File: src/rtl/fpu_issue_ctrl.sv
// Execute-stage FPU issue sequencer: accepts one decoded FP op, launches it to the core,
// waits for done (bounded by a timeout), and emits a single writeback beat.
//
// state  | meaning
// IDLE   | ready for a new op
// LAUNCH | one-cycle fpu_start pulse; combinational ops complete here
// WAIT   | multi-cycle op in flight, timeout counter running
// DRAIN  | flushed op still busy in the core; wait it out without writeback
// WB     | one-cycle writeback strobe
module fpu_issue_ctrl #(
    parameter int TIMEOUT_CYCLES = 64,
    parameter int REG_AW         = 5
) (
    input  logic              g_clk,
    input  logic              g_rst,
    input  logic              id_valid,
    output logic              id_ready,
    input  logic [4:0]        id_sel,
    input  logic [REG_AW-1:0] id_rd,
    input  logic              id_int_dest,
    input  logic [31:0]       id_rs1,
    input  logic [31:0]       id_rs2,
    input  logic [31:0]       id_rs3,
    input  logic              flush,
    output logic [31:0]       fpu_a,
    output logic [31:0]       fpu_b,
    output logic [31:0]       fpu_c,
    output logic [4:0]        fpu_sel,
    output logic              fpu_start,
    input  logic              fpu_done,
    input  logic [31:0]       fpu_res,
    output logic              wb_valid,
    output logic [REG_AW-1:0] wb_rd,
    output logic [31:0]       wb_data,
    output logic              wb_int,
    output logic              stall,
    output logic              err_timeout,
    output logic [15:0]       op_count
);

    localparam logic [2:0] S_IDLE   = 3'd0;
    localparam logic [2:0] S_LAUNCH = 3'd1;
    localparam logic [2:0] S_WAIT   = 3'd2;
    localparam logic [2:0] S_DRAIN  = 3'd3;
    localparam logic [2:0] S_WB     = 3'd4;

    localparam int          CW      = $clog2(TIMEOUT_CYCLES + 1);
    localparam logic [CW-1:0] CNT_TO  = CW'(TIMEOUT_CYCLES);
    localparam logic [CW-1:0] CNT_ONE = CW'(1);
    localparam logic [31:0] QNAN    = 32'h7fc0_0000;

    function automatic logic is_comb(input logic [4:0] s);
        return (s >= 5'd5) && (s <= 5'd15);
    endfunction

    function automatic logic is_unsup(input logic [4:0] s);
        return (s == 5'd4) || (s >= 5'd24);
    endfunction

    logic [2:0]        r_state;
    logic [4:0]        r_sel;
    logic [REG_AW-1:0] r_rd;
    logic              r_int;
    logic [31:0]       r_a, r_b, r_c;
    logic [CW-1:0]     r_cnt;
    logic [31:0]       r_wb_data;
    logic [REG_AW-1:0] r_wb_rd;
    logic              r_wb_int;
    logic              r_err;
    logic [15:0]       r_op_count;

    logic w_comb;
    logic w_tc;

    assign w_comb = is_comb(r_sel);
    // >= rather than == so a counter that was pushed past the limit still terminates
    assign w_tc   = (r_cnt >= CNT_TO);

    always_ff @(posedge g_clk) begin
        if (!g_rst) begin
            r_state    <= S_IDLE;
            r_sel      <= '0;
            r_rd       <= '0;
            r_int      <= 1'b0;
            r_a        <= '0;
            r_b        <= '0;
            r_c        <= '0;
            r_cnt      <= '0;
            r_wb_data  <= '0;
            r_wb_rd    <= '0;
            r_wb_int   <= 1'b0;
            r_err      <= 1'b0;
            r_op_count <= '0;
        end else begin
            case (r_state)
                S_IDLE: begin
                    if (id_valid && !flush) begin
                        r_sel <= id_sel;
                        r_rd  <= id_rd;
                        r_int <= id_int_dest;
                        r_a   <= id_rs1;
                        r_b   <= id_rs2;
                        r_c   <= id_rs3;
                        if (is_unsup(id_sel)) begin
                            r_wb_data <= QNAN;
                            r_wb_rd   <= id_rd;
                            r_wb_int  <= id_int_dest;
                            r_state   <= S_WB;
                        end else begin
                            r_state <= S_LAUNCH;
                        end
                    end
                end
                S_LAUNCH: begin
                    if (flush) begin
                        r_cnt   <= CNT_ONE;
                        r_state <= w_comb ? S_IDLE : S_DRAIN;
                    end else if (w_comb || fpu_done) begin
                        r_wb_data <= fpu_res;
                        r_wb_rd   <= r_rd;
                        r_wb_int  <= r_int;
                        r_state   <= S_WB;
                    end else begin
                        r_cnt   <= CNT_ONE;
                        r_state <= S_WAIT;
                    end
                end
                S_WAIT: begin
                    if (flush) begin
                        if (!w_tc) r_cnt <= r_cnt + CNT_ONE;
                        r_state <= S_DRAIN;
                    end else if (fpu_done) begin
                        r_wb_data <= fpu_res;
                        r_wb_rd   <= r_rd;
                        r_wb_int  <= r_int;
                        r_state   <= S_WB;
                    end else if (w_tc) begin
                        r_wb_data <= QNAN;
                        r_wb_rd   <= r_rd;
                        r_wb_int  <= r_int;
                        r_err     <= 1'b1;
                        r_state   <= S_WB;
                    end else begin
                        r_cnt <= r_cnt + CNT_ONE;
                    end
                end
                S_DRAIN: begin
                    if (fpu_done) begin
                        r_state <= S_IDLE;
                    end else if (w_tc) begin
                        r_err   <= 1'b1;
                        r_state <= S_IDLE;
                    end else begin
                        r_cnt <= r_cnt + CNT_ONE;
                    end
                end
                S_WB: begin
                    if (!flush) r_op_count <= r_op_count + 16'd1;
                    r_state <= S_IDLE;
                end
                default: r_state <= S_IDLE;
            endcase
        end
    end

    assign id_ready    = (r_state == S_IDLE);
    assign stall       = id_valid && !id_ready;
    assign fpu_start   = (r_state == S_LAUNCH);
    assign fpu_a       = r_a;
    assign fpu_b       = r_b;
    assign fpu_c       = r_c;
    assign fpu_sel     = r_sel;
    assign wb_valid    = (r_state == S_WB) && !flush;
    assign wb_rd       = r_wb_rd;
    assign wb_data     = r_wb_data;
    assign wb_int      = r_wb_int;
    assign err_timeout = r_err;
    assign op_count    = r_op_count;

endmodule

File: config.mk
export PLATFORM = sky130hd
export DESIGN_NAME = fpu_issue_ctrl
export DESIGN_NICKNAME = d
export VERILOG_FILES = /design/src/rtl/fpu_issue_ctrl.sv
export SDC_FILE = /design/constraint.sdc
export NUM_CORES = 1
export LEC_CHECK = 0
export BUFFER_PORTS_ARGS = -buffer_cell sky130_fd_sc_hd__buf_2
export CORE_MARGIN = 4
export CORE_UTILIZATION = 36
export DETAILED_ROUTE_END_ITERATION = 16
export PLACE_DENSITY = 0.66
export SYNTH_ARGS = -nofsm -noshare
export SYNTH_HDL_FRONTEND = slang
export SYNTH_SLANG_ARGS = --single-unit
File: constraint.sdc
create_clock -name g_clk -period 1.6 [get_ports g_clk]
set_clock_uncertainty 0.05 [all_clocks]
set_input_delay 0.16 -clock g_clk [delete_from_list [all_inputs] [get_ports g_clk]]
set_output_delay 0.16 -clock g_clk [all_outputs]
set_load 0.005 [all_outputs]
==> key figures, run 1 <==
Run status
  – Run status: finished, violations left
  – Violations in the final reports: setup timing

Critical path
  – Reg-to-reg setup timing slack: -0.31 ns
  – Path depth of the worst reg2reg path: 11
  – Classification of the worst setup path: reg -> reg
  – Crit Path Max Fanout: 6
  – Endpoint kind of the worst setup timing path: register
  – Critical R2R Capture: fpu_c[6]$_SDFFE_PN0P_
  – Startpoint of the worst-slack reg-to-reg timing path: r_state[0]$_SDFFE_PN0P_
  – Crit path arrival time: 2.13 ns
  – Startpoint Class: register
  – Required time at the endpoint of the critical path: 1.82 ns

Routing
  – Number of design rule violations left after detail routing: 0
  – Detailed-routing iteration count for the pre-antenna-repair pass: 5
  – Drt initial violations: 370
  – Via total after detailed routing: 8089
  – Average vias per placed instance: 5.152
  – Antenna-violating nets left: 0
  – Post-detailed-route wirelength per cell: 19.59 µm
  – Detailed Route WL: 30760 µm

Power
  – Sw power: 3832 µW
  – Fraction of power spent switching nets: 30.32%
  – Total chip power: 12640 µW
  – VDD IR max: 0.7842 mV
  – Sequential fraction of design power: 37.9%
  – P_leak: 0.005844 µW
  – Int Power: 8806 µW
  – Clock share of power: 33.3%
  – Gate power share: 28.8%
  – Pwr per Cell Area: 982.4 nW/µm²

Timing
  – Period utilization: 119.4%
  – Slew Limit Fails: 0
  – Max Fclk: 0.5233 GHz
  – PnR worst setup slack: -0.3109 ns
  – RSZ-0062 raised after global routing: yes
  – Number of endpoints failing setup at the final stage: 166
  – Number of endpoints with negative hold slack in the final report: 0
  – Final critical-path required period: 1.911 ns
  – Transition time at the pin with the least slew margin: 0.7756 ns
  – Slew Limit Headroom: 48.29%

Hold path
  – Path class of the lowest-slack min-delay path: in -> reg
  – Hold EP: fpu_sel[3]$_SDFFE_PN0P_
  – Worst hold start: id_sel[3]
  – Hold-critical path depth: 4

Cells and area
  – Core utilization of the finished layout: 71.13%
  – Area growth from synthesis to layout: 92.44%
  – Count of placed standard cells in the final layout, fillers left out: 1570
  – Filler cells: 1183
  – Fraction of layout instances using a drive strength above 1: 48.06%
  – Sequential standard cell area: 3452 µm²
  – Number of nets in the final layout: 1474
  – Area occupied by multi-input gates: 3902 µm²

Global routing
  – Antenna violations before repair: 0
  – GRT Residual Overflow: 0
  – First-pass GRT wire length: 40100 µm
  – Vias in the first global route: 7891
  – Pin count of the biggest net entering global routing: 129
  – Overall fraction of global-route tracks in use: 24.37%

Die
  – Die area: 20810 µm²
  – Die extent in x: 144.3 µm
  – Standard-cell row count: 49
  – Initial core utilization: 36.96%
  – Number of top-level pins: 304
  – Core region area: 18090 µm²
  – Die Ht: 144.3 µm

CTS
  – TritonCTS clock tree: done
  – CTS Root Cell: sky130_fd_sc_hd__clkbuf_16
  – H-Tree Depth: 4
  – Clk slew on worst S/H paths: 0.07 ns
  – Source-to-sink clock delay at the later pin of the worst-skew pair: 0.42 ns
  – Clock buffer count from CTS: 17
  – Bufs on Longest Clock Path: 2
  – Sinks on the clock net: 172

Synth
  – Most used DFF post-synth: sky130_fd_sc_hd__dfxtp_1
  – Synthesized area: 6685 µm²
  – Dominant cell type by area after synthesis: sky130_fd_sc_hd__dfxtp_1
  – Distinct cells, synth: 46
  – Number of cells produced by synthesis: 813
  – Most instantiated library cell after synthesis: sky130_fd_sc_hd__nand2_1
  – Post-synth EDFFs: 0
  – Ranking of synthesized cells by instance count: sky130_fd_sc_hd__nand2_1 (283), sky130_fd_sc_hd__dfxtp_1 (172), sky130_fd_sc_hd__a21oi_1 (117)
  – Net count of the mapped netlist: 960
  – Post-synthesis sequential area ratio: 51.51%
  – Yosys reg bits: 172
  – Area share of the largest cell type after synthesis: 51.51%
  – Async set or reset register ratio after synthesis: 0%
  – Synthesized area per cell: 8.223 µm²
  – Area contributors post-synth: sky130_fd_sc_hd__dfxtp_1 (52%), sky130_fd_sc_hd__nand2_1 (16%), sky130_fd_sc_hd__a21oi_1 (8.8%), sky130_fd_sc_hd__mux2i_1 (4.5%), sky130_fd_sc_hd__clkbuf_1 (2.1%)
  – Yosys Warn Count: 0

Placement
  – Post-detailed-placement half-perimeter wirelength: 15030 µm
  – Pre-CTS setup slack: -0.4221 ns
  – IO Port Bufs: 303
  – Routability-driven placement congestion ratio: 0.8602
  – Cell Count Post-Placement: 1348

Flow run
  – Maximum capacitance violations: 0
-- state kept, by name (all words and copies together), names as in the netlist --
| signal | cells |
|---|---|
| fpu_c | 32 |
| wb_int | 1 |
| err_timeout | 1 |
| op_count | 16 |
| wb_data | 32 |
| wb_rd | 5 |
| fpu_b | 32 |
| r_int | 1 |
| fpu_sel | 5 |
| r_cnt | 7 |
| r_state | 3 |
| fpu_a | 32 |
| r_rd | 5 |
-- worst max path at each step --
stage                                 start                  endpoint  slack [ns]  cells past startpoint
global route        r_state[0]$_SDFFE_PN0P_     fpu_c[6]$_SDFFE_PN0P_       -0.36                     11
CTS                 r_state[0]$_SDFFE_PN0P_  wb_data[26]$_SDFFE_PN0P_       -0.25                      7
detailed placement                id_sel[1]  wb_data[21]$_SDFFE_PN0P_       -0.42                      8
floorplan           r_state[2]$_SDFFE_PN0P_    fpu_a[23]$_SDFFE_PN0P_       -0.11                      8
global placement                  id_sel[1]  wb_data[20]$_SDFFE_PN0P_       -0.36                      8
finish              r_state[0]$_SDFFE_PN0P_     fpu_c[6]$_SDFFE_PN0P_       -0.31                     11
-- layout by cell type, fill, tap and decap left out, types with 5 or more instances in the layout --
master	n
sky130_fd_sc_hd__buf_2	301
sky130_fd_sc_hd__nand2_1	182
sky130_fd_sc_hd__dfxtp_1	167
sky130_fd_sc_hd__dlygate4sd3_1	137
sky130_fd_sc_hd__a21oi_1	73
sky130_fd_sc_hd__nand2_2	50
sky130_fd_sc_hd__nand2_4	50
sky130_fd_sc_hd__buf_4	46
sky130_fd_sc_hd__a21oi_2	45
sky130_fd_sc_hd__mux2i_1	30
sky130_fd_sc_hd__clkbuf_16	28
sky130_fd_sc_hd__nor2_1	26
sky130_fd_sc_hd__buf_12	26
sky130_fd_sc_hd__buf_6	14
sky130_fd_sc_hd__buf_16	13
sky130_fd_sc_hd__o21ai_0	11
sky130_fd_sc_hd__nand3_1	10
sky130_fd_sc_hd__xor2_1	8
sky130_fd_sc_hd__mux2_2	6
sky130_fd_sc_hd__inv_1	6
sky130_fd_sc_hd__xnor2_1	5
sky130_fd_sc_hd__o221a_4	5
sky130_fd_sc_hd__inv_6	5
-- worst max-delay path, cell delays in order (launching register included) --
cell and delay [ns]:
sky130_fd_sc_hd__dfxtp_4 0.36, sky130_fd_sc_hd__buf_6 0.12, sky130_fd_sc_hd__buf_6 0.12, sky130_fd_sc_hd__nor3_4 0.19, sky130_fd_sc_hd__buf_6 0.14, sky130_fd_sc_hd__buf_6 0.10, sky130_fd_sc_hd__nand2_8 0.08, sky130_fd_sc_hd__buf_12 0.17
sky130_fd_sc_hd__buf_12 0.13, sky130_fd_sc_hd__clkbuf_16 0.15, sky130_fd_sc_hd__nand2_2 0.07, sky130_fd_sc_hd__a21oi_1 0.08
-- metrics by stage --
step	instance area, µm²	setup TNS (ns)	hold WS, ns
6_report	12860	-29.83	0.07770
5_1_grt	12860	-41.73	0.07386
4_1_cts	11760	-27.50	0.05534
3_5_place_dp	8926	-18.64	0.3550
3_3_place_gp	8926	-16.15	0.3503
2_1_floorplan	6797	-8.171	0.2384
-- metal layers --
layer,GRT usage [%],up-vias,routed length (µm)
li1,-,3750,-
met1,27.36,3816,11480
met2,42.48,414,15320
met3,7.771,109,2487
met4,10.55,0,1468
met5,0,-,0
-- kinds of logic after synthesis --
logic type	Yosys count	synth area share (%)
flops	172	51.51
simple gates	361	22.33
mux	36	5.502
xor+xnor	16	2.096
fa+ha+maj	3	0.5615
buf+inv	65	4.342
compound gates	160	13.66
-- power groups by stage --
stage               logic [µW]  registers [µW]  clock network (µW)
floorplan                 1010            4840                   0
global placement          1980            4820                   0
detailed placement        1990            4830                   0
CTS                       2970            4730                4250
global route              3850            4820                4450
finish                    3640            4790                4210
-- layout make-up --
| class | instances | area share (%) |
|---|---|---|
| Timing Repair Buffer | 552 | 35.71 |
| Inverter | 8 | 0.2723 |
| Clock buffer | 18 | 3.414 |
| Sequential cell | 172 | 26.83 |
| Multi-Input combinational cell | 576 | 30.33 |
| Clock inverter | 14 | 1.187 |
| Antenna cell | 1 | 0.01945 |
| Tap cell | 229 | 2.227 |
-- repair_timing --
item | in CTS | in global routing
gates cloned | 15 | 12
resized for setup | 50 | 227
hold endpoints to repair | 137 | 0
pin swaps | 11 | 102
endpoints found under the setup margin | 153 | 172
hold buffers | 137 | 0
buffers inserted | 19 | 13
Power figures use the tool's default switching activity.
==> run 2: changes to the inputs <==
Settings changed: SETUP_SLACK_MARGIN set to 0.02.
==> key figures, run 2 (synthesized netlist as in run 1, its figures left out) <==
Run status
  – Run status: finished, violations left
  – Violations in the final reports: setup timing

Critical path
  – Most common cell on crit path: sky130_fd_sc_hd__buf_6
  – Crit path arrival time: 2.23 ns
  – Startpoint Class: register
  – Required time at the endpoint of the critical path: 1.88 ns
  – Largest delay share family, worst path: buffers and inverters
  – Endpoint kind of the worst setup timing path: register
  – Ordered cell list for the critical path: buf_6 > buf_6 > nor3_4 > buf_6 > and2_4 > buf_12 > buf_12 > buf_16 > nand2_2 > a21oi_1
  – Highest cell delay on the worst timing path: 0.37 ns
  – Standard cell with the maximum stage delay on the critical path: sky130_fd_sc_hd__dfxtp_4
  – Count of buffer and inverter cells on the critical path: 6
  – Crit Path Max Fanout: 6
  – Classification of the worst setup path: reg -> reg

CTS
  – TritonCTS clock tree: done
  – CTS Root Cell: sky130_fd_sc_hd__clkbuf_16
  – Clock buffer count from CTS: 17
  – Source-to-sink clock delay at the later pin of the worst-skew pair: 0.42 ns
  – Bufs on Longest Clock Path: 2
  – Sinks on the clock net: 172
  – H-Tree Depth: 4
  – Clk slew on worst S/H paths: 0.08 ns

Global routing
  – Vias in the first global route: 7826
  – Overall fraction of global-route tracks in use: 25.23%
  – Pin count of the biggest net entering global routing: 129
  – First-pass GRT wire length: 41210 µm
  – GRT Residual Overflow: 0
  – Most congested layer reported by global routing: met2
  – Antenna violations before repair: 0
  – Met3 usage in global routing: 5.721%
  – Met1 track utilization from global routing: 29.75%
  – Grt met2 use: 44.93%

Power
  – Clock share of power: 32.3%
  – P_leak: 0.005933 µW
  – Pwr per Cell Area: 965.7 nW/µm²
  – Int Power: 8641 µW
  – Sw power: 3950 µW
  – VDD IR max: 0.7469 mV
  – Sequential fraction of design power: 37.8%
  – Gate power share: 29.9%
  – Fraction of power spent switching nets: 31.37%

Routing
  – Number of design rule violations left after detail routing: 0
  – Antenna-violating nets left: 0
  – Average vias per placed instance: 5.120
  – Via total after detailed routing: 8075
  – Drt initial violations: 359
  – Post-detailed-route wirelength per cell: 19.43 µm
  – Detailed-routing iteration count for the pre-antenna-repair pass: 5
  – Detailed Route WL: 30640 µm

Timing
  – Slew Limit Headroom: 40.11%
  – Final critical-path required period: 1.945 ns
  – Number of endpoints with negative hold slack in the final report: 0
  – Max Fclk: 0.5142 GHz
  – Slew Limit Fails: 0
  – Number of endpoints failing setup at the final stage: 165
  – PnR worst setup slack: -0.3447 ns
  – Total Neg Setup Slack: -32.88 ns
  – Transition time at the pin with the least slew margin: 0.8983 ns
  – Period utilization: 121.5%
  – RSZ-0062 raised after global routing: yes

Placement
  – Post-detailed-placement half-perimeter wirelength: 14600 µm
  – IO Port Bufs: 303
  – Pre-CTS setup slack: -0.3729 ns
  – Routability-driven placement congestion ratio: 0.8504

Die
  – Initial core utilization: 36.96%
  – Standard-cell row count: 49
  – Number of top-level pins: 304
  – Die extent in x: 144.3 µm
  – Die Ht: 144.3 µm
  – Core region area: 18090 µm²
  – Die area: 20810 µm²

Cells and area
  – Most common cell after layout, fill and taps aside: sky130_fd_sc_hd__buf_2
  – Area growth from synthesis to layout: 95.04%
  – Antenna diode instance count: 0
  – Fraction of layout instances using a drive strength above 1: 51.63%
  – Area occupied by multi-input gates: 4188 µm²
  – Number of nets in the final layout: 1482
  – Sequential standard cell area: 3453 µm²
  – Filler cells: 1190
  – Core utilization of the finished layout: 72.09%
  – Most frequent cells in the layout: sky130_fd_sc_hd__buf_2 (301), sky130_fd_sc_hd__nand2_1 (193), sky130_fd_sc_hd__dfxtp_1 (166), sky130_fd_sc_hd__dlygate4sd3_1 (137), sky130_fd_sc_hd__a21oi_2 (83)

Hold path
  – Path class of the lowest-slack min-delay path: in -> reg

Flow run
  – Maximum capacitance violations: 0
==> run 2: changes by cell type in the layout (fill, tap and decap cells not counted), moves of 8 or more <==
cell                      change
sky130_fd_sc_hd__buf_12       -8
sky130_fd_sc_hd__nand2_1     +11
sky130_fd_sc_hd__nand2_2     -12
sky130_fd_sc_hd__buf_6       +16
sky130_fd_sc_hd__a21oi_1     -40
sky130_fd_sc_hd__a21oi_2     +38
==> run 2: what timing repair did <==
item                                   in CTS  in global routing
gates resized for setup                   118                243
pin swaps                                  37                119
hold buffers                              137                  0
setup endpoints to repair                 167                173
endpoints found under the hold margin     137                  0
buffers inserted                           37                 11
cloned                                     23                  5
==> run 2: final timing paths <==
path / start / to / slack [ns] / cells past startpoint
max reg2reg: r_state[0]$_SDFFE_PN0P_ / fpu_b[14]$_SDFFE_PN0P_ / -0.34 / 10
min: id_sel[3] / fpu_sel[3]$_SDFFE_PN0P_ / 0.08 / 4
min reg2reg: fpu_b[10]$_SDFFE_PN0P_ / fpu_b[10]$_SDFFE_PN0P_ / 0.41 / 2
max: r_state[0]$_SDFFE_PN0P_ / fpu_b[14]$_SDFFE_PN0P_ / -0.34 / 10
==> run 2: power groups by stage <==
stage	logic, µW	clock network [µW]	registers [µW]
6_report	3770	4070	4760
5_1_grt	3970	4290	4780
4_1_cts	3310	4140	4730
3_5_place_dp	1970	0	4830
3_3_place_gp	1960	0	4810
2_1_floorplan	1020	0	4840
==> run 2: metrics by stage <==
step | total power (µW) | cells | area [µm²] | hold slack (ns)
floorplan | 5860 | 813 | 6813 | 0.2384
global placement | 6771 | 1345 | 8895 | 0.3496
detailed placement | 6799 | 1345 | 8895 | 0.3546
CTS | 12190 | 1572 | 12210 | 0.03611
global route | 13040 | 1577 | 13040 | 0.06860
finish | 12590 | 1577 | 13040 | 0.07624
==> run 2: final cells by class <==
cell class,count,share of cell area (%)
Clock buffer,17,3.263
Clock inverter,15,1.084
Inverter,8,0.2879
Multi-Input combinational cell,578,32.12
Sequential cell,172,26.48
Tap cell,229,2.197
Timing Repair Buffer,558,34.56
==> run 2: worst min-delay path: stages <==
cell and delay, ns:
sky130_fd_sc_hd__buf_2 0.10, sky130_fd_sc_hd__buf_4 0.14, sky130_fd_sc_hd__nand2_4 0.06, sky130_fd_sc_hd__a21oi_2 0.05
==> run 2: metal layers <==
metal	vias up	routed length (µm)
met5	-	0
met4	0	993
met3	76	2316
met2	396	15510
met1	3843	11820
li1	3760	-
